File: src/rtl/noc_pkg.sv
// Shared types and head-flit helpers for the mesh network interface.
// The helpers are sized by the DEF_* widths below.
package noc_pkg;

    localparam int DEF_DATA_W = 32;
    localparam int DEF_X_W    = 2;
    localparam int DEF_Y_W    = 1;
    localparam int FLIT_W     = DEF_DATA_W + 2;

    typedef enum logic [1:0] {
        FLIT_INVALID = 2'b00,
        FLIT_HEAD    = 2'b01,
        FLIT_BODY    = 2'b10,
        FLIT_TAIL    = 2'b11
    } flit_type_e;

    typedef enum logic {T_IDLE, T_BODY} tx_state_e;
    typedef enum logic {R_HEAD, R_PAY}  rx_state_e;

    // The first field is the MSB, so dst_x lands in the lowest payload bits.
    typedef struct packed {
        logic [DEF_Y_W-1:0] src_y;
        logic [DEF_X_W-1:0] src_x;
        logic [DEF_Y_W-1:0] dst_y;
        logic [DEF_X_W-1:0] dst_x;
    } head_t;

    function automatic logic [DEF_DATA_W-1:0] pack_head(input head_t h);
        logic [DEF_DATA_W-1:0] p;
        p = '0;
        p[$bits(head_t)-1:0] = h;
        return p;
    endfunction

    function automatic head_t unpack_head(input logic [DEF_DATA_W-1:0] p);
        return head_t'(p[$bits(head_t)-1:0]);
    endfunction

endpackage

File: src/rtl/noc_net_iface_if.sv
// Bundles the local TX/RX handshakes and the two mesh-side flit channels.
// The slave modport is the network interface's view of the bundle.
interface noc_net_iface_if #(
    parameter int DATA_W = noc_pkg::DEF_DATA_W,
    parameter int X_W    = noc_pkg::DEF_X_W,
    parameter int Y_W    = noc_pkg::DEF_Y_W
);
    logic              tx_valid;
    logic              tx_ready;
    logic [DATA_W-1:0] tx_data;
    logic [X_W-1:0]    tx_dst_x;
    logic [Y_W-1:0]    tx_dst_y;
    logic              tx_last;
    logic              out_valid;
    logic              out_ready;
    logic [DATA_W+1:0] out_flit;
    logic              in_valid;
    logic              in_ready;
    logic [DATA_W+1:0] in_flit;
    logic              rx_valid;
    logic              rx_ready;
    logic [DATA_W-1:0] rx_data;
    logic [X_W-1:0]    rx_src_x;
    logic [Y_W-1:0]    rx_src_y;
    logic              rx_last;
    logic [7:0]        err_cnt;

    modport master (
        output tx_valid, tx_data, tx_dst_x, tx_dst_y, tx_last, out_ready,
               in_valid, in_flit, rx_ready,
        input  tx_ready, out_valid, out_flit, in_ready, rx_valid, rx_data,
               rx_src_x, rx_src_y, rx_last, err_cnt
    );

    modport slave (
        input  tx_valid, tx_data, tx_dst_x, tx_dst_y, tx_last, out_ready,
               in_valid, in_flit, rx_ready,
        output tx_ready, out_valid, out_flit, in_ready, rx_valid, rx_data,
               rx_src_x, rx_src_y, rx_last, err_cnt
    );
endinterface

File: src/rtl/noc_fifo.sv
// Small synchronous FIFO whose head entry is readable in the same cycle.
// A push is visible at the head on the cycle after it is written.
module noc_fifo #(
    parameter int WIDTH = 8,
    parameter int DEPTH = 4
) (
    input  logic             clk,
    input  logic             rst,
    input  logic             push,
    input  logic [WIDTH-1:0] push_data,
    input  logic             pop,
    output logic [WIDTH-1:0] pop_data,
    output logic             full,
    output logic             empty
);
    localparam int AW = (DEPTH > 1) ? $clog2(DEPTH) : 1;

    logic [WIDTH-1:0] mem_q [DEPTH];
    logic [AW-1:0]    wr_ptr_q, wr_ptr_d, rd_ptr_q, rd_ptr_d;
    logic [AW:0]      count_q, count_d;
    logic             do_push, do_pop;

    assign full     = (count_q == (AW+1)'(DEPTH));
    assign empty    = (count_q == '0);
    assign do_push  = push && !full;
    assign do_pop   = pop && !empty;
    assign pop_data = mem_q[rd_ptr_q];

    always_comb begin
        wr_ptr_d = wr_ptr_q;
        rd_ptr_d = rd_ptr_q;
        count_d  = count_q;
        if (do_push) wr_ptr_d = wr_ptr_q + AW'(1);
        if (do_pop)  rd_ptr_d = rd_ptr_q + AW'(1);
        case ({do_push, do_pop})
            2'b10:   count_d = count_q + (AW+1)'(1);
            2'b01:   count_d = count_q - (AW+1)'(1);
            default: count_d = count_q;
        endcase
    end

    always_ff @(posedge clk or negedge rst) begin
        if (!rst) begin
            wr_ptr_q <= '0;
            rd_ptr_q <= '0;
            count_q  <= '0;
        end else begin
            wr_ptr_q <= wr_ptr_d;
            rd_ptr_q <= rd_ptr_d;
            count_q  <= count_d;
        end
    end

    // Storage is not reset; the pointers alone define what is valid.
    always_ff @(posedge clk) begin
        if (do_push) mem_q[wr_ptr_q] <= push_data;
    end

endmodule

File: src/rtl/noc_net_iface.sv
// Mesh edge network interface: packetizes local words into HEAD/BODY/TAIL flits
// and strips HEAD flits from ejected traffic for the local consumer.
module noc_net_iface
    import noc_pkg::*;
#(
    parameter int DATA_W     = DEF_DATA_W,
    parameter int X_W        = DEF_X_W,
    parameter int Y_W        = DEF_Y_W,
    parameter int MY_X       = 0,
    parameter int MY_Y       = 0,
    parameter int FIFO_DEPTH = 4
) (
    input logic           clk,
    input logic           rst,
    noc_net_iface_if.slave bus
);
    localparam int ENTRY_W = DATA_W + 1 + X_W + Y_W;

    logic               push, pop, fifo_full, fifo_empty;
    logic [ENTRY_W-1:0] push_entry, head_entry;
    logic               first_q, first_d;
    logic [X_W-1:0]     dst_x_q, dst_x_d, head_dst_x;
    logic [Y_W-1:0]     dst_y_q, dst_y_d, head_dst_y;
    logic [DATA_W-1:0]  head_data;
    logic               head_last;
    logic [DATA_W+1:0]  out_flit;
    head_t              tx_head;
    tx_state_e          tx_state_q, tx_state_d;

    assign push         = bus.tx_valid && !fifo_full;
    assign bus.tx_ready = !fifo_full;

    // Only the first word of a packet supplies dst; later words reuse the held copy.
    always_comb begin
        first_d = first_q;
        dst_x_d = dst_x_q;
        dst_y_d = dst_y_q;
        if (push) begin
            first_d = bus.tx_last;
            if (first_q) begin
                dst_x_d = bus.tx_dst_x;
                dst_y_d = bus.tx_dst_y;
            end
        end
    end

    assign push_entry = {bus.tx_data, bus.tx_last, dst_x_d, dst_y_d};
    assign {head_data, head_last, head_dst_x, head_dst_y} = head_entry;

    noc_fifo #(.WIDTH(ENTRY_W), .DEPTH(FIFO_DEPTH)) u_tx_fifo (
        .clk       (clk),
        .rst       (rst),
        .push      (push),
        .push_data (push_entry),
        .pop       (pop),
        .pop_data  (head_entry),
        .full      (fifo_full),
        .empty     (fifo_empty)
    );

    // The HEAD flit is built from the FIFO head without popping it.
    always_comb begin
        tx_state_d = tx_state_q;
        pop        = 1'b0;
        tx_head    = '{src_y: DEF_Y_W'(MY_Y), src_x: DEF_X_W'(MY_X),
                       dst_y: head_dst_y,     dst_x: head_dst_x};
        out_flit   = {FLIT_HEAD, pack_head(tx_head)};
        if (tx_state_q == T_BODY)
            out_flit = {(head_last ? FLIT_TAIL : FLIT_BODY), head_data};
        if (!fifo_empty && bus.out_ready) begin
            if (tx_state_q == T_IDLE) begin
                tx_state_d = T_BODY;
            end else begin
                pop = 1'b1;
                if (head_last) tx_state_d = T_IDLE;
            end
        end
    end

    assign bus.out_valid = !fifo_empty;
    assign bus.out_flit  = out_flit;

    rx_state_e         rx_state_q, rx_state_d;
    flit_type_e        in_type;
    head_t             in_head;
    logic              in_ready, in_hs, err_inc;
    logic              rx_valid_q, rx_valid_d, rx_last_q, rx_last_d;
    logic [DATA_W-1:0] rx_data_q, rx_data_d;
    logic [X_W-1:0]    rx_src_x_q, rx_src_x_d;
    logic [Y_W-1:0]    rx_src_y_q, rx_src_y_d;
    logic [7:0]        err_cnt_q, err_cnt_d;

    assign in_type  = flit_type_e'(bus.in_flit[DATA_W+1:DATA_W]);
    assign in_head  = unpack_head(bus.in_flit[DATA_W-1:0]);
    assign in_ready = (rx_state_q == R_HEAD) || !rx_valid_q || bus.rx_ready;
    assign in_hs    = bus.in_valid && in_ready;

    always_comb begin
        rx_state_d = rx_state_q;
        rx_valid_d = rx_valid_q;
        rx_data_d  = rx_data_q;
        rx_last_d  = rx_last_q;
        rx_src_x_d = rx_src_x_q;
        rx_src_y_d = rx_src_y_q;
        err_inc    = 1'b0;
        if (rx_valid_q && bus.rx_ready) rx_valid_d = 1'b0;
        if (in_hs) begin
            if (rx_state_q == R_HEAD) begin
                if (in_type == FLIT_HEAD) begin
                    rx_src_x_d = in_head.src_x;
                    rx_src_y_d = in_head.src_y;
                    rx_state_d = R_PAY;
                end else begin
                    err_inc = 1'b1;
                end
            end else begin
                case (in_type)
                    FLIT_BODY, FLIT_TAIL: begin
                        rx_valid_d = 1'b1;
                        rx_data_d  = bus.in_flit[DATA_W-1:0];
                        rx_last_d  = (in_type == FLIT_TAIL);
                        if (in_type == FLIT_TAIL) rx_state_d = R_HEAD;
                    end
                    // A stray HEAD abandons the open packet and starts a new one.
                    FLIT_HEAD: begin
                        err_inc    = 1'b1;
                        rx_src_x_d = in_head.src_x;
                        rx_src_y_d = in_head.src_y;
                    end
                    default: err_inc = 1'b1;
                endcase
            end
        end
        err_cnt_d = (err_inc && err_cnt_q != 8'hFF) ? err_cnt_q + 8'd1 : err_cnt_q;
    end

    always_ff @(posedge clk or negedge rst) begin
        if (!rst) begin
            first_q    <= 1'b1;
            dst_x_q    <= '0;
            dst_y_q    <= '0;
            tx_state_q <= T_IDLE;
            rx_state_q <= R_HEAD;
            rx_valid_q <= 1'b0;
            rx_last_q  <= 1'b0;
            rx_data_q  <= '0;
            rx_src_x_q <= '0;
            rx_src_y_q <= '0;
            err_cnt_q  <= '0;
        end else begin
            first_q    <= first_d;
            dst_x_q    <= dst_x_d;
            dst_y_q    <= dst_y_d;
            tx_state_q <= tx_state_d;
            rx_state_q <= rx_state_d;
            rx_valid_q <= rx_valid_d;
            rx_last_q  <= rx_last_d;
            rx_data_q  <= rx_data_d;
            rx_src_x_q <= rx_src_x_d;
            rx_src_y_q <= rx_src_y_d;
            err_cnt_q  <= err_cnt_d;
        end
    end

    assign bus.in_ready = in_ready;
    assign bus.rx_valid = rx_valid_q;
    assign bus.rx_last  = rx_last_q;
    assign bus.rx_data  = rx_data_q;
    assign bus.rx_src_x = rx_src_x_q;
    assign bus.rx_src_y = rx_src_y_q;
    assign bus.err_cnt  = err_cnt_q;

endmodule

File: src/flat_wrapper.sv
// flat-port wrapper written by rule: the top's interface ports become plain ports
module noc_net_iface_flat import noc_pkg::*;
#(
    parameter int DATA_W     = DEF_DATA_W,
    parameter int X_W        = DEF_X_W,
    parameter int Y_W        = DEF_Y_W,
    parameter int MY_X       = 0,
    parameter int MY_Y       = 0,
    parameter int FIFO_DEPTH = 4
)
  (clk, rst, bus_tx_valid, bus_tx_data, bus_tx_dst_x, bus_tx_dst_y, bus_tx_last, bus_out_ready, bus_in_valid, bus_in_flit, bus_rx_ready, bus_tx_ready, bus_out_valid, bus_out_flit, bus_in_ready, bus_rx_valid, bus_rx_data, bus_rx_src_x, bus_rx_src_y, bus_rx_last, bus_err_cnt);
  noc_net_iface_if #(.DATA_W(DATA_W), .X_W(X_W), .Y_W(Y_W)) bus_i ();
  input logic clk;
  input logic rst;
  input wire logic [$bits(bus_i.tx_valid)-1:0] bus_tx_valid;
  input wire logic [$bits(bus_i.tx_data)-1:0] bus_tx_data;
  input wire logic [$bits(bus_i.tx_dst_x)-1:0] bus_tx_dst_x;
  input wire logic [$bits(bus_i.tx_dst_y)-1:0] bus_tx_dst_y;
  input wire logic [$bits(bus_i.tx_last)-1:0] bus_tx_last;
  input wire logic [$bits(bus_i.out_ready)-1:0] bus_out_ready;
  input wire logic [$bits(bus_i.in_valid)-1:0] bus_in_valid;
  input wire logic [$bits(bus_i.in_flit)-1:0] bus_in_flit;
  input wire logic [$bits(bus_i.rx_ready)-1:0] bus_rx_ready;
  output wire logic [$bits(bus_i.tx_ready)-1:0] bus_tx_ready;
  output wire logic [$bits(bus_i.out_valid)-1:0] bus_out_valid;
  output wire logic [$bits(bus_i.out_flit)-1:0] bus_out_flit;
  output wire logic [$bits(bus_i.in_ready)-1:0] bus_in_ready;
  output wire logic [$bits(bus_i.rx_valid)-1:0] bus_rx_valid;
  output wire logic [$bits(bus_i.rx_data)-1:0] bus_rx_data;
  output wire logic [$bits(bus_i.rx_src_x)-1:0] bus_rx_src_x;
  output wire logic [$bits(bus_i.rx_src_y)-1:0] bus_rx_src_y;
  output wire logic [$bits(bus_i.rx_last)-1:0] bus_rx_last;
  output wire logic [$bits(bus_i.err_cnt)-1:0] bus_err_cnt;
  assign bus_i.tx_valid = bus_tx_valid;
  assign bus_i.tx_data = bus_tx_data;
  assign bus_i.tx_dst_x = bus_tx_dst_x;
  assign bus_i.tx_dst_y = bus_tx_dst_y;
  assign bus_i.tx_last = bus_tx_last;
  assign bus_i.out_ready = bus_out_ready;
  assign bus_i.in_valid = bus_in_valid;
  assign bus_i.in_flit = bus_in_flit;
  assign bus_i.rx_ready = bus_rx_ready;
  assign bus_tx_ready = bus_i.tx_ready;
  assign bus_out_valid = bus_i.out_valid;
  assign bus_out_flit = bus_i.out_flit;
  assign bus_in_ready = bus_i.in_ready;
  assign bus_rx_valid = bus_i.rx_valid;
  assign bus_rx_data = bus_i.rx_data;
  assign bus_rx_src_x = bus_i.rx_src_x;
  assign bus_rx_src_y = bus_i.rx_src_y;
  assign bus_rx_last = bus_i.rx_last;
  assign bus_err_cnt = bus_i.err_cnt;
  noc_net_iface #(.DATA_W(DATA_W), .X_W(X_W), .Y_W(Y_W), .MY_X(MY_X), .MY_Y(MY_Y), .FIFO_DEPTH(FIFO_DEPTH)) u_core (.clk(clk), .rst(rst), .bus(bus_i));
endmodule
File: config.mk
export PLATFORM = sky130hd
export DESIGN_NAME = noc_net_iface_flat
export DESIGN_NICKNAME = d
export VERILOG_FILES = /design/src/rtl/noc_pkg.sv /design/src/rtl/noc_net_iface_if.sv /design/src/rtl/noc_fifo.sv /design/src/rtl/noc_net_iface.sv /design/src/flat_wrapper.sv
export SDC_FILE = /design/constraint.sdc
export NUM_CORES = 1
export LEC_CHECK = 0
export CORE_AREA = 2 2 173 107
export CTS_BUF_LIST = sky130_fd_sc_hd__clkbuf_16
export CTS_CLUSTER_DIAMETER = 100
export DETAILED_ROUTE_END_ITERATION = 12
export DIE_AREA = 0 0 175 109
export PLACE_DENSITY = 0.7
export SYNTH_ARGS = -nofsm -noshare
export SYNTH_HDL_FRONTEND = slang
export SYNTH_SLANG_ARGS = --single-unit
File: constraint.sdc
create_clock -name clk -period 2.4 [get_ports clk]
set_input_delay 0.48 -clock clk [delete_from_list [all_inputs] [get_ports clk]]
set_output_delay 0.48 -clock clk [all_outputs]
set_load 0.02 [all_outputs]
==> summary.txt, run 1 <==
Largest net degree at the start of global routing = 59
F_max = 397 MHz
Reg area = 5780 µm²
# IOs = 158
# DRC = 0
First drt pass iteration count = 4
Synth Register Bits = 202
Least-Margin Pin Slew = 0.744 ns
HP Class = in2async
Max-slew violations = 0
Antenna Cells = 0
Final worst-path cycle share = 105%
Die extent in x = 175 µm
Max-cap violations = 0
Clk_skew = 0.00745 ns
Distinct cell type count of the synthesized netlist = 35
Gpl congestion = 0.744
WL met2 = 7790 µm
Vias = 4280
Setup repair after global routing missed its margin = yes
Worst setup margin = -0.119 ns
PD cells = 1270 nW/µm²
GRT Total Usage = 17.2%
Initial antenna violation count = 1
Filler cells = 1293
First-pass GRT wire length = 25100 µm
Required @ worst endpoint = 1.92 ns
Failing checks = setup timing
# port buffers = 157
Fin cells = 860
Startpoint Class = register
DRT antenna net count = 0
Final Hold Vio Count = 0
Placed cell count = 812
Post-synthesis cell count = 410
Vias per inst = 4.98
Clock Latency Late Sink = 0.48 ns
TritonCTS buffer count = 21
Syn avg cell area = 19.3 µm²
Synth warn = 0
Nets = 689
Most frequent cells in the layout = 144 x edfxtp_1, 122 x clkdlybuf4s50_1, 55 x dfrtp_1
Register area share after synthesis = 72.9%
Die area = 19100 µm²
Max FO, Critical Path = 11
Multi-input logic area = 2060 µm²
H-tree depth = 1
Final setup fails = 33
Clock transition at path regs = 0.06 ns
Core area = 17600 µm²
1st-iter DRT viols = 303
CTS Sinks = 202
# rows = 38
Period minus WS final = 2.52 ns
Critical Path End Type = output port
Met3 WL = 910 µm
Status = finished, violations left
CTS tree = built
Most common cell after layout, fill and taps aside = edfxtp_1
Arrival time worst endpoint = 2.04 ns
Rel. slew slack = 50.4%
Mapped Area = 7930 µm²
Die height = 109 µm
Worst vdd ir = 0.828 mV
Wl on met1 = 7440 µm
WL/cell = 19.0 µm
Post-Syn Nets = 493
Vias in the first global route = 4623
Leakage = 3.99 nW
Layout cell share with drive strength beyond 1 = 33.9%
Final HPWL DP = 10400 µm
GR Overflow Total = 0
Initial Util = 44.9%
Area delta synth->final = 35.9%
Root Buffer = clkbuf_16
Uppermost layer routed = met5
Worst slack at placement = 0.0171 ns
Clock Path Buffers = 3
Critical path class = reg2out
Final WL = 16400 µm
timing repair:
action / in CTS / in global routing
resized for setup: 147 / 29
cloned: 1 / 2
buffers inserted: 4 / 4
endpoints found under the setup margin: 33 / 34
hold buffers: 0 / 0
metal layers:
metal,GRT usage (%),vias up
met4,3.10,2
met3,4.18,20
met1,24.1,2189
met2,28.0,105
met5,0,-
li1,-,1964
registers in the layout, indices dropped and copies added, names as in the netlist, named ones only:
name / cells
u_core.bus.rx_valid: 1
u_core.bus.rx_src_y: 1
u_core.u_tx_fifo.mem_q: 144
u_core.dst_x_q: 2
u_core.dst_y_q: 1
u_core.tx_state_q: 1
u_core.first_q: 1
u_core.bus.rx_src_x: 2
u_core.u_tx_fifo.wr_ptr_q: 2
u_core.bus.rx_data: 32
u_core.bus.err_cnt: 8
u_core.bus.rx_last: 1
u_core.u_tx_fifo.rd_ptr_q: 2
u_core.u_tx_fifo.count_q: 3
synth_stat cells:
cell type	number	area share, %
o22ai_2	1	0.16
edfxtp_1	144	55
buf_2	10	0.63
and2_1	33	2.6
xnor2_1	5	0.55
nand3_1	6	0.38
fa_1	1	0.25
nor2b_1	3	0.24
nand4_2	1	0.16
nand2_1	14	0.66
nand2b_1	3	0.24
dfstp_2	1	0.33
a31oi_1	1	0.079
mux4_2	36	10
xor2_1	3	0.33
nor2_1	5	0.24
o21ai_0	3	0.19
mux2_4	1	0.19
a21oi_1	2	0.13
mux2_2	47	6.7
nor3_1	1	0.063
mux2i_1	1	0.13
or2_2	1	0.079
clkbuf_1	4	0.19
a21boi_2	1	0.14
nand3_2	1	0.13
nand4_1	2	0.16
a41oi_1	1	0.11
or3_4	1	0.14
and3_1	3	0.24
buf_4	1	0.095
inv_1	7	0.33
ha_1	6	0.95
buf_6	3	0.43
dfrtp_1	57	18
through the flow:
stage	TNS (ns)	util (%)	hold WS [ns]	total power, mW	cell area (µm²)
final	-2.38	61.0	0.149	13.6	10800
after global placement	0	56.5	0.488	10.2	9970
after global routing	-4.86	61.0	0.212	14.4	10800
after CTS	-3.04	60.0	0.167	13.4	10600
after detailed placement	0	56.5	0.492	10.3	9970
after floorplan	0	-	0.184	8.00	7930
power breakdown:
part | total (mW) | internal [mW] | leakage (nW) | switching [mW]
logic | 5.49 | 2.87 | 1.66 | 2.62
registers | 5.02 | 4.68 | 2.01 | 0.340
clock network | 3.11 | 1.82 | 0.320 | 1.29
total | 13.6 | 9.38 | 3.99 | 4.25
kinds of logic (layout without fill, tap and decap cells):
group                      count (synthesis)  after routing  share of synthesized area (%)
adders and majority gates                  7              7                           1.20
xor gates and xnor gates                   8              8                          0.884
DFF                                      202            202                           72.9
buffers and inverters                     25            235                           1.67
and+or+nand+nor                           74             74                           5.32
AOI/OAI and AO/OA                          9              9                          0.805
muxes                                     85             85                           17.2
critical path: stages (launching register included):
cell and delay (ns):
dfrtp_2 0.39, buf_12 0.13, buf_12 0.16, buf_12 0.11, mux4_2 0.47, and2_4 0.17
buf_6 0.12
layout make-up:
type                       instances  share of cell area (%)
tap                              240                    2.79
sequential                       202                    53.7
inverter                           7                   0.244
clock inverter                    16                    1.32
multi-input combinational        183                    19.1
timing repair buffer             191                    17.9
clock buffer                      21                    4.88
final timing paths:
path,slack [ns],endpoint,cells past startpoint,start
setup / recovery,-0.12,bus_out_flit[31],6,u_core.u_tx_fifo.rd_ptr_q[0]
max in group asynchronous,1.72,u_core.u_tx_fifo.rd_ptr_q[1],2,rst
setup reg to reg,0.35,u_core.u_tx_fifo.count_q[2],8,u_core.tx_state_q
hold reg to reg,0.50,u_core.bus.rx_data[24],1,u_core.bus.rx_data[24]
hold / removal,0.15,u_core.bus.rx_data[4],2,rst
min in group clk,0.50,u_core.bus.rx_data[24],1,u_core.bus.rx_data[24]
No activity file was read; power rests on OpenSTA's default activity.
==> run 2, diff against run 1 <==
--- a/config.mk
+++ b/config.mk
@@ -10,7 +10,8 @@
 export CTS_CLUSTER_DIAMETER = 100
 export DETAILED_ROUTE_END_ITERATION = 12
 export DIE_AREA = 0 0 175 109
-export PLACE_DENSITY = 0.7
+export PLACE_DENSITY_LB_ADDON = 0.08
+export SLEW_MARGIN = 20
 export SYNTH_ARGS = -nofsm -noshare
 export SYNTH_HDL_FRONTEND = slang
 export SYNTH_SLANG_ARGS = --single-unit
==> run 2 against run 1 <==
The run still ends with setup timing left. Critical path type unchanged. Critical path depth down 1. First-iteration DRC count down 6.3%. Clock skew up 0.0085 ns. Largest cell class unchanged. Critical endpoint is now bus_out_flit[16]. Highest routed layer is now met4.
==> summary.txt, run 2 (synthesis results as in run 1) <==
Sw Share = 30.6% (was 31.2%)
Arrival time worst endpoint = 1.99 ns (was 2.04 ns)
Clock Path Buffers = 3 (unchanged)
First drt pass iteration count = 4 (unchanged)
Nets = 685 (was 689)
Largest net degree at the start of global routing = 59 (unchanged)
Startpoint Class = register (unchanged)
Critical Path End Type = output port (unchanged)
Initial antenna violation count = 0 (was 1)
Max-cap violations = 0 (unchanged)
Placed cell count = 817 (was 812)
Clock Latency Late Sink = 0.48 ns (about the same)
Core area = 17600 µm² (unchanged)
Top Family by Delay on Critical Path = multiplexers (was buffers and inverters)
Most common cell after layout, fill and taps aside = edfxtp_1 (unchanged)
# port buffers = 157 (unchanged)
CP max-delay cell = mux4_2 (unchanged)
Max-slew violations = 0 (unchanged)
Max FO, Critical Path = 5 (was 11)
WL/cell = 18.7 µm (was 19.0 µm)
Clk_skew = 0.0160 ns (was 0.00745 ns)
Max FFs per register = 144 (unchanged)
Worst path most repeated cell = buf_4 (was buf_12)
Die height = 109 µm (unchanged)
Clk pwr share = 20.6% (was 22.8%)
Vias per inst = 5.04 (was 4.98)
Critical path class = reg2out (unchanged)
Die area = 19100 µm² (unchanged)
Layout cell share with drive strength beyond 1 = 35.5% (was 33.9%)
GR Overflow Total = 0 (unchanged)
Rel. slew slack = 71.6% (was 50.4%)
Setup repair after global routing missed its margin = yes (unchanged)
1st-iter DRT viols = 284 (was 303)
TritonCTS buffer count = 19 (was 21)
Leakage = 4.02 nW (was 3.99 nW)
Clock transition at path regs = 0.07 ns (was 0.06 ns)
DRT antenna net count = 0 (unchanged)
F_max = 405 MHz (was 397 MHz)
CTS Sinks = 202 (unchanged)
Final setup fails = 28 (was 33)
Area delta synth->final = 36.5% (was 35.9%)
Required @ worst endpoint = 1.92 ns (about the same)
# IOs = 158 (unchanged)
HP Class = reg2reg (was in2async)
Most frequent cells in the layout = 144 x edfxtp_1, 123 x clkdlybuf4s50_1, 55 x dfrtp_1 (was 144 x edfxtp_1, 122 x clkdlybuf4s50_1, 55 x dfrtp_1)
# DRC = 0 (unchanged)
Worst vdd ir = 0.676 mV (was 0.828 mV)
Die extent in x = 175 µm (unchanged)
Fin cells = 853 (was 860)
Gpl congestion = 0.759 (was 0.744)
H-tree depth = 1 (unchanged)
Period minus WS final = 2.47 ns (was 2.52 ns)
Worst-path cell chain = buf_6 -> buf_4 -> mux4_2 -> and2_4 -> buf_4 (was buf_12 -> buf_12 -> buf_12 -> mux4_2 -> and2_4 -> buf_6)
Status = finished, violations left (unchanged)
Final HPWL DP = 10700 µm (was 10400 µm)
PD cells = 1270 nW/µm² (about the same)
Reg power frac = 36.5% (was 36.9%)
Logic pwr share = 42.8% (was 40.3%)
P_int = 9.56 mW (was 9.38 mW)
First-pass GRT wire length = 24900 µm (was 25100 µm)
Final worst-path cycle share = 103% (was 105%)
Sw Pwr = 4.21 mW (was 4.25 mW)
Vias in the first global route = 4456 (was 4623)
Failing checks = setup timing (unchanged)
Post-Route Setup TNS = -0.929 ns (was -2.38 ns)
Worst setup margin = -0.0711 ns (was -0.119 ns)
CTS tree = built (unchanged)
Most flops, register = u_core.u_tx_fifo.mem_q (unchanged)
Vias = 4302 (was 4280)
Root Buffer = clkbuf_16 (unchanged)
GRT Total Usage = 17.0% (was 17.2%)
Critical path's largest stage delay = 0.49 ns (was 0.47 ns)
# rows = 38 (unchanged)
Layout Utilization = 61.3% (was 61.0%)
Least-Margin Pin Slew = 0.426 ns (was 0.744 ns)
Total power = 13.8 mW (was 13.6 mW)
Initial Util = 44.9% (unchanged)
Final WL = 15900 µm (was 16400 µm)
Final Hold Vio Count = 0 (unchanged)
Buffers and inverters on the worst path = 3 (was 4)
## run 2: path summary, 6_finish.rpt
| kind | cells past startpoint | startpoint | to | slack, ns |
|---|---|---|---|---|
| worst max-delay path | 5 | u_core.u_tx_fifo.rd_ptr_q[0] | bus_out_flit[16] | -0.07 |
| worst min-delay path | 1 | u_core.bus.rx_data[4] | u_core.bus.rx_data[4] | 0.50 |
| worst max register to register | 8 | u_core.u_tx_fifo.count_q[0] | u_core.u_tx_fifo.count_q[2] | 0.44 |
| worst min register to register | 1 | u_core.bus.rx_data[4] | u_core.bus.rx_data[4] | 0.50 |
| max in group asynchronous | 3 | rst | u_core.first_q | 1.53 |
| min in group asynchronous | 3 | rst | u_core.bus.rx_data[25] | 0.53 |
## run 2: layout make-up
type	count	area, µm²
antenna	1	2.50
clock buffer	19	475
clock inverter	12	103
fill	1322	6820
inverter	7	26.3
multi-input combinational	183	2110
sequential	202	5780
tap	240	300
timing repair buffer	189	2020
## run 2: layer usage
| metal | vias up | share of wire (%) | track usage [%] |
|---|---|---|---|
| met5 | - | 0 | 0 |
| met4 | 0 | 1.8 | 4.40 |
| met3 | 27 | 4.0 | 3.17 |
| met2 | 104 | 47 | 26.8 |
| met1 | 2216 | 47 | 24.7 |
| li1 | 1955 | - | - |
## run 2: power groups by stage
| stage | Sequential [mW] | Clock, mW | Combinational (mW) |
|---|---|---|---|
| floorplan | 5.33 | 0 | 2.67 |
| global placement | 5.06 | 0 | 5.36 |
| detailed placement | 5.10 | 0 | 5.41 |
| CTS | 5.04 | 2.91 | 5.99 |
| global route | 5.12 | 3.06 | 6.28 |
| finish | 5.03 | 2.84 | 5.90 |
## run 2: what timing repair did
item,in CTS,in global routing
endpoints found under the hold margin,11,0
gates cloned,1,0
pin swaps,1,0
setup buffers,3,0
setup endpoints to repair,33,33
hold buffers,1,0
resized for setup,229,7
## run 2: metrics by stage
step / worst slack (ns) / hold slack [ns] / cell area, µm²
after global placement: 0.0121 / 0.486 / 10100
final: -0.0711 / 0.505 / 10800
after CTS: -0.151 / 0.507 / 10800
after detailed placement: -0.0116 / 0.493 / 10100
after floorplan: 0.283 / 0.184 / 7930
after global routing: -0.136 / 0.515 / 10800
==> run 3, diff against run 2 <==
--- a/config.mk
+++ b/config.mk
@@ -5,11 +5,11 @@
 export SDC_FILE = /design/constraint.sdc
 export NUM_CORES = 1
 export LEC_CHECK = 0
-export CORE_AREA = 2 2 173 107
+export CORE_AREA = 2 2 171 106
 export CTS_BUF_LIST = sky130_fd_sc_hd__clkbuf_16
 export CTS_CLUSTER_DIAMETER = 100
 export DETAILED_ROUTE_END_ITERATION = 12
-export DIE_AREA = 0 0 175 109
+export DIE_AREA = 0 0 173 108
 export PLACE_DENSITY_LB_ADDON = 0.08
 export SLEW_MARGIN = 20
 export SYNTH_ARGS = -nofsm -noshare
==> run 3 against run 2 <==
The flow still finishes with violations (setup timing). Sequential share of layout area about the same. First-iteration DRC count unchanged. Hold slack got worse by 0.47 ns. Cell count decreased by 0.23%. Utilization increased by 2.6 points. Sequential cell count unchanged. Power about the same. Clock skew decreased by 0.0030 ns. Critical path type unchanged. Largest cell class unchanged.
==> summary.txt, run 3 (synthesis results as in run 1) <==
Failing checks = setup timing (unchanged)
Clk_skew = 0.0130 ns (was 0.0160 ns)
R2R cell count = 8 (unchanged)
TritonCTS buffer count = 20 (was 19)
GRT Total Usage = 17.5% (was 17.0%)
Arrival time worst endpoint = 2.07 ns (was 1.99 ns)
Most common cell after layout, fill and taps aside = edfxtp_1 (unchanged)
H-tree depth = 1 (unchanged)
F_max = 392 MHz (was 405 MHz)
Vias per inst = 4.99 (was 5.04)
Placed instance area = 9970 µm² (was 10100 µm²)
WL/cell = 18.8 µm (was 18.7 µm)
Largest net degree at the start of global routing = 33 (was 59)
Antenna Cells = 0 (was 1)
Cts hold-fix bufs = 0 (was 1)
# port buffers = 157 (unchanged)
Setup repair after global routing missed its margin = yes (unchanged)
1st-iter DRT viols = 284 (unchanged)
Clock transition at path regs = 0.06 ns (was 0.07 ns)
GR Overflow Total = 0 (unchanged)
Hold Slack = 0.0395 ns (was 0.505 ns)
Period minus WS final = 2.55 ns (was 2.47 ns)
Die extent in x = 173 µm (was 175 µm)
Clock Latency Late Sink = 0.48 ns (about the same)
Final WL = 16000 µm (was 15900 µm)
Layout cell share with drive strength beyond 1 = 35.2% (was 35.5%)
Critical Path End Type = output port (unchanged)
Post-Route Setup TNS = -2.04 ns (was -0.929 ns)
Fin cells = 851 (was 853)
Most frequent cells in the layout = 144 x edfxtp_1, 122 x clkdlybuf4s50_1, 55 x dfrtp_1 (was 144 x edfxtp_1, 123 x clkdlybuf4s50_1, 55 x dfrtp_1)
Final HPWL DP = 10800 µm (was 10700 µm)
Status = finished, violations left (unchanged)
Initial antenna violation count = 0 (unchanged)
Root Buffer = clkbuf_16 (unchanged)
Max FFs per register = 144 (unchanged)
# DRC = 0 (unchanged)
# rows = 37 (was 38)
Worst setup margin = -0.148 ns (was -0.0711 ns)
Sw Pwr = 4.24 mW (was 4.21 mW)
HP Class = in2async (was reg2reg)
CTS tree = built (unchanged)
First-pass GRT wire length = 25400 µm (was 24900 µm)
Fin area = 10800 µm² (about the same)
Final Hold Vio Count = 0 (unchanged)
Rel. slew slack = 52.9% (was 71.6%)
Required @ worst endpoint = 1.92 ns (about the same)
Worst vdd ir = 0.756 mV (was 0.676 mV)
Nets = 687 (was 685)
Die height = 108 µm (was 109 µm)
Placed cell count = 808 (was 817)
Logic pwr share = 42.9% (was 42.8%)
First drt pass iteration count = 4 (unchanged)
Total power = 13.8 mW (about the same)
CTS Sinks = 202 (unchanged)
Final setup fails = 24 (was 28)
Core area = 16900 µm² (was 17600 µm²)
Least-Margin Pin Slew = 0.707 ns (was 0.426 ns)
# IOs = 158 (unchanged)
Leakage = 4.06 nW (was 4.02 nW)
Die area = 18700 µm² (was 19100 µm²)
Critical path class = reg2out (unchanged)
Clk pwr share = 20.5% (was 20.6%)
Startpoint Class = register (unchanged)
Vias in the first global route = 4560 (was 4456)
Vias = 4250 (was 4302)
Reg power frac = 36.6% (was 36.5%)
Clock Path Buffers = 3 (unchanged)
Final worst-path cycle share = 106% (was 103%)
Sw Share = 30.8% (was 30.6%)
R2r startpoint = u_core.tx_state_q (was u_core.u_tx_fifo.count_q[0])
FF-to-FF End = u_core.u_tx_fifo.count_q[2] (unchanged)
DRT antenna net count = 0 (unchanged)
Initial Util = 46.8% (was 44.9%)
Gpl congestion = 0.718 (was 0.759)
Layout Utilization = 63.9% (was 61.3%)
Area delta synth->final = 36.6% (was 36.5%)
Max-slew violations = 0 (unchanged)
P_int = 9.53 mW (was 9.56 mW)
Most flops, register = u_core.u_tx_fifo.mem_q (unchanged)
PD cells = 1270 nW/µm² (about the same)
Worst slack at placement = -0.0240 ns (was -0.0116 ns)
Max-cap violations = 0 (unchanged)
FF-to-FF setup slack = 0.34 ns (was 0.44 ns)
Max FO, Critical Path = 7 (was 5)
run 3: cell count changes in the layout (fill, tap and decap cells not counted), sizes merged:
cell	previous run	this run
inv	9	17
clkinv	7	4
buf	65	67
bufinv	2	0
clkbuf	19	21
clkdlybuf4s50	123	122
clkinvlp	1	0
diode	1	0
dlygate4sd3	1	0
dlymetal6s2s	0	1
run 3: critical path: stages, from the launching register on:
cell and delay (ns):
dfrtp_2 0.48, buf_12 0.17, mux4_2 0.49, mux2_4 0.30
buf_6 0.13
run 3: routing by layer:
metal / GRT usage (%) / part of all wire, % / wire [µm] / vias to the layer above
met5: 0 / 0 / 0 / -
met4: 3.81 / 1.6 / 249 / 0
met3: 3.83 / 5.0 / 801 / 19
met2: 27.9 / 48 / 7700 / 93
met1: 25.3 / 45 / 7290 / 2189
li1: - / - / - / 1949
run 3: power by group through the flow:
stage          clock (mW)  combinational, mW  sequential, mW
3_3_place_gp            0               5.18            5.06
6_report             2.82               5.91            5.05
3_5_place_dp            0               5.25            5.11
4_1_cts              2.90               6.10            5.06
2_1_floorplan           0               2.67            5.33
5_1_grt              3.04               6.30            5.14
run 3: repair_timing:
action | in CTS | in global routing
endpoints found under the setup margin | 33 | 34
setup buffers | 8 | 0
resized for setup | 239 | 4
pin swaps | 24 | 1
hold endpoints to repair | 0 | 0
gates cloned | 2 | 0
run 3: worst max-delay path by stage:
| stage | startpoint | end | slack (ns) | depth (start not counted) |
|---|---|---|---|---|
| after floorplan | bus_tx_valid | u_core.u_tx_fifo.mem_q[0][0] | 0.28 | 2 |
| after global placement | u_core.u_tx_fifo.rd_ptr_q[0] | bus_out_flit[23] | -0.01 | 4 |
| after detailed placement | u_core.u_tx_fifo.rd_ptr_q[0] | bus_out_flit[23] | -0.02 | 4 |
| after CTS | u_core.u_tx_fifo.rd_ptr_q[0] | bus_out_flit[0] | -0.18 | 4 |
| after global routing | u_core.u_tx_fifo.rd_ptr_q[0] | bus_out_flit[0] | -0.22 | 4 |
| final | u_core.u_tx_fifo.rd_ptr_q[0] | bus_out_flit[0] | -0.15 | 4 |
run 3: layout make-up:
class	instances	area, µm²
fillers	1268	6120
flip-flops and latches	202	5780
multi-input cells	183	2110
repair buffers	190	2030
clock buffers	21	526
well taps	234	293
clock inverters	14	61.3
inverters	7	26.3
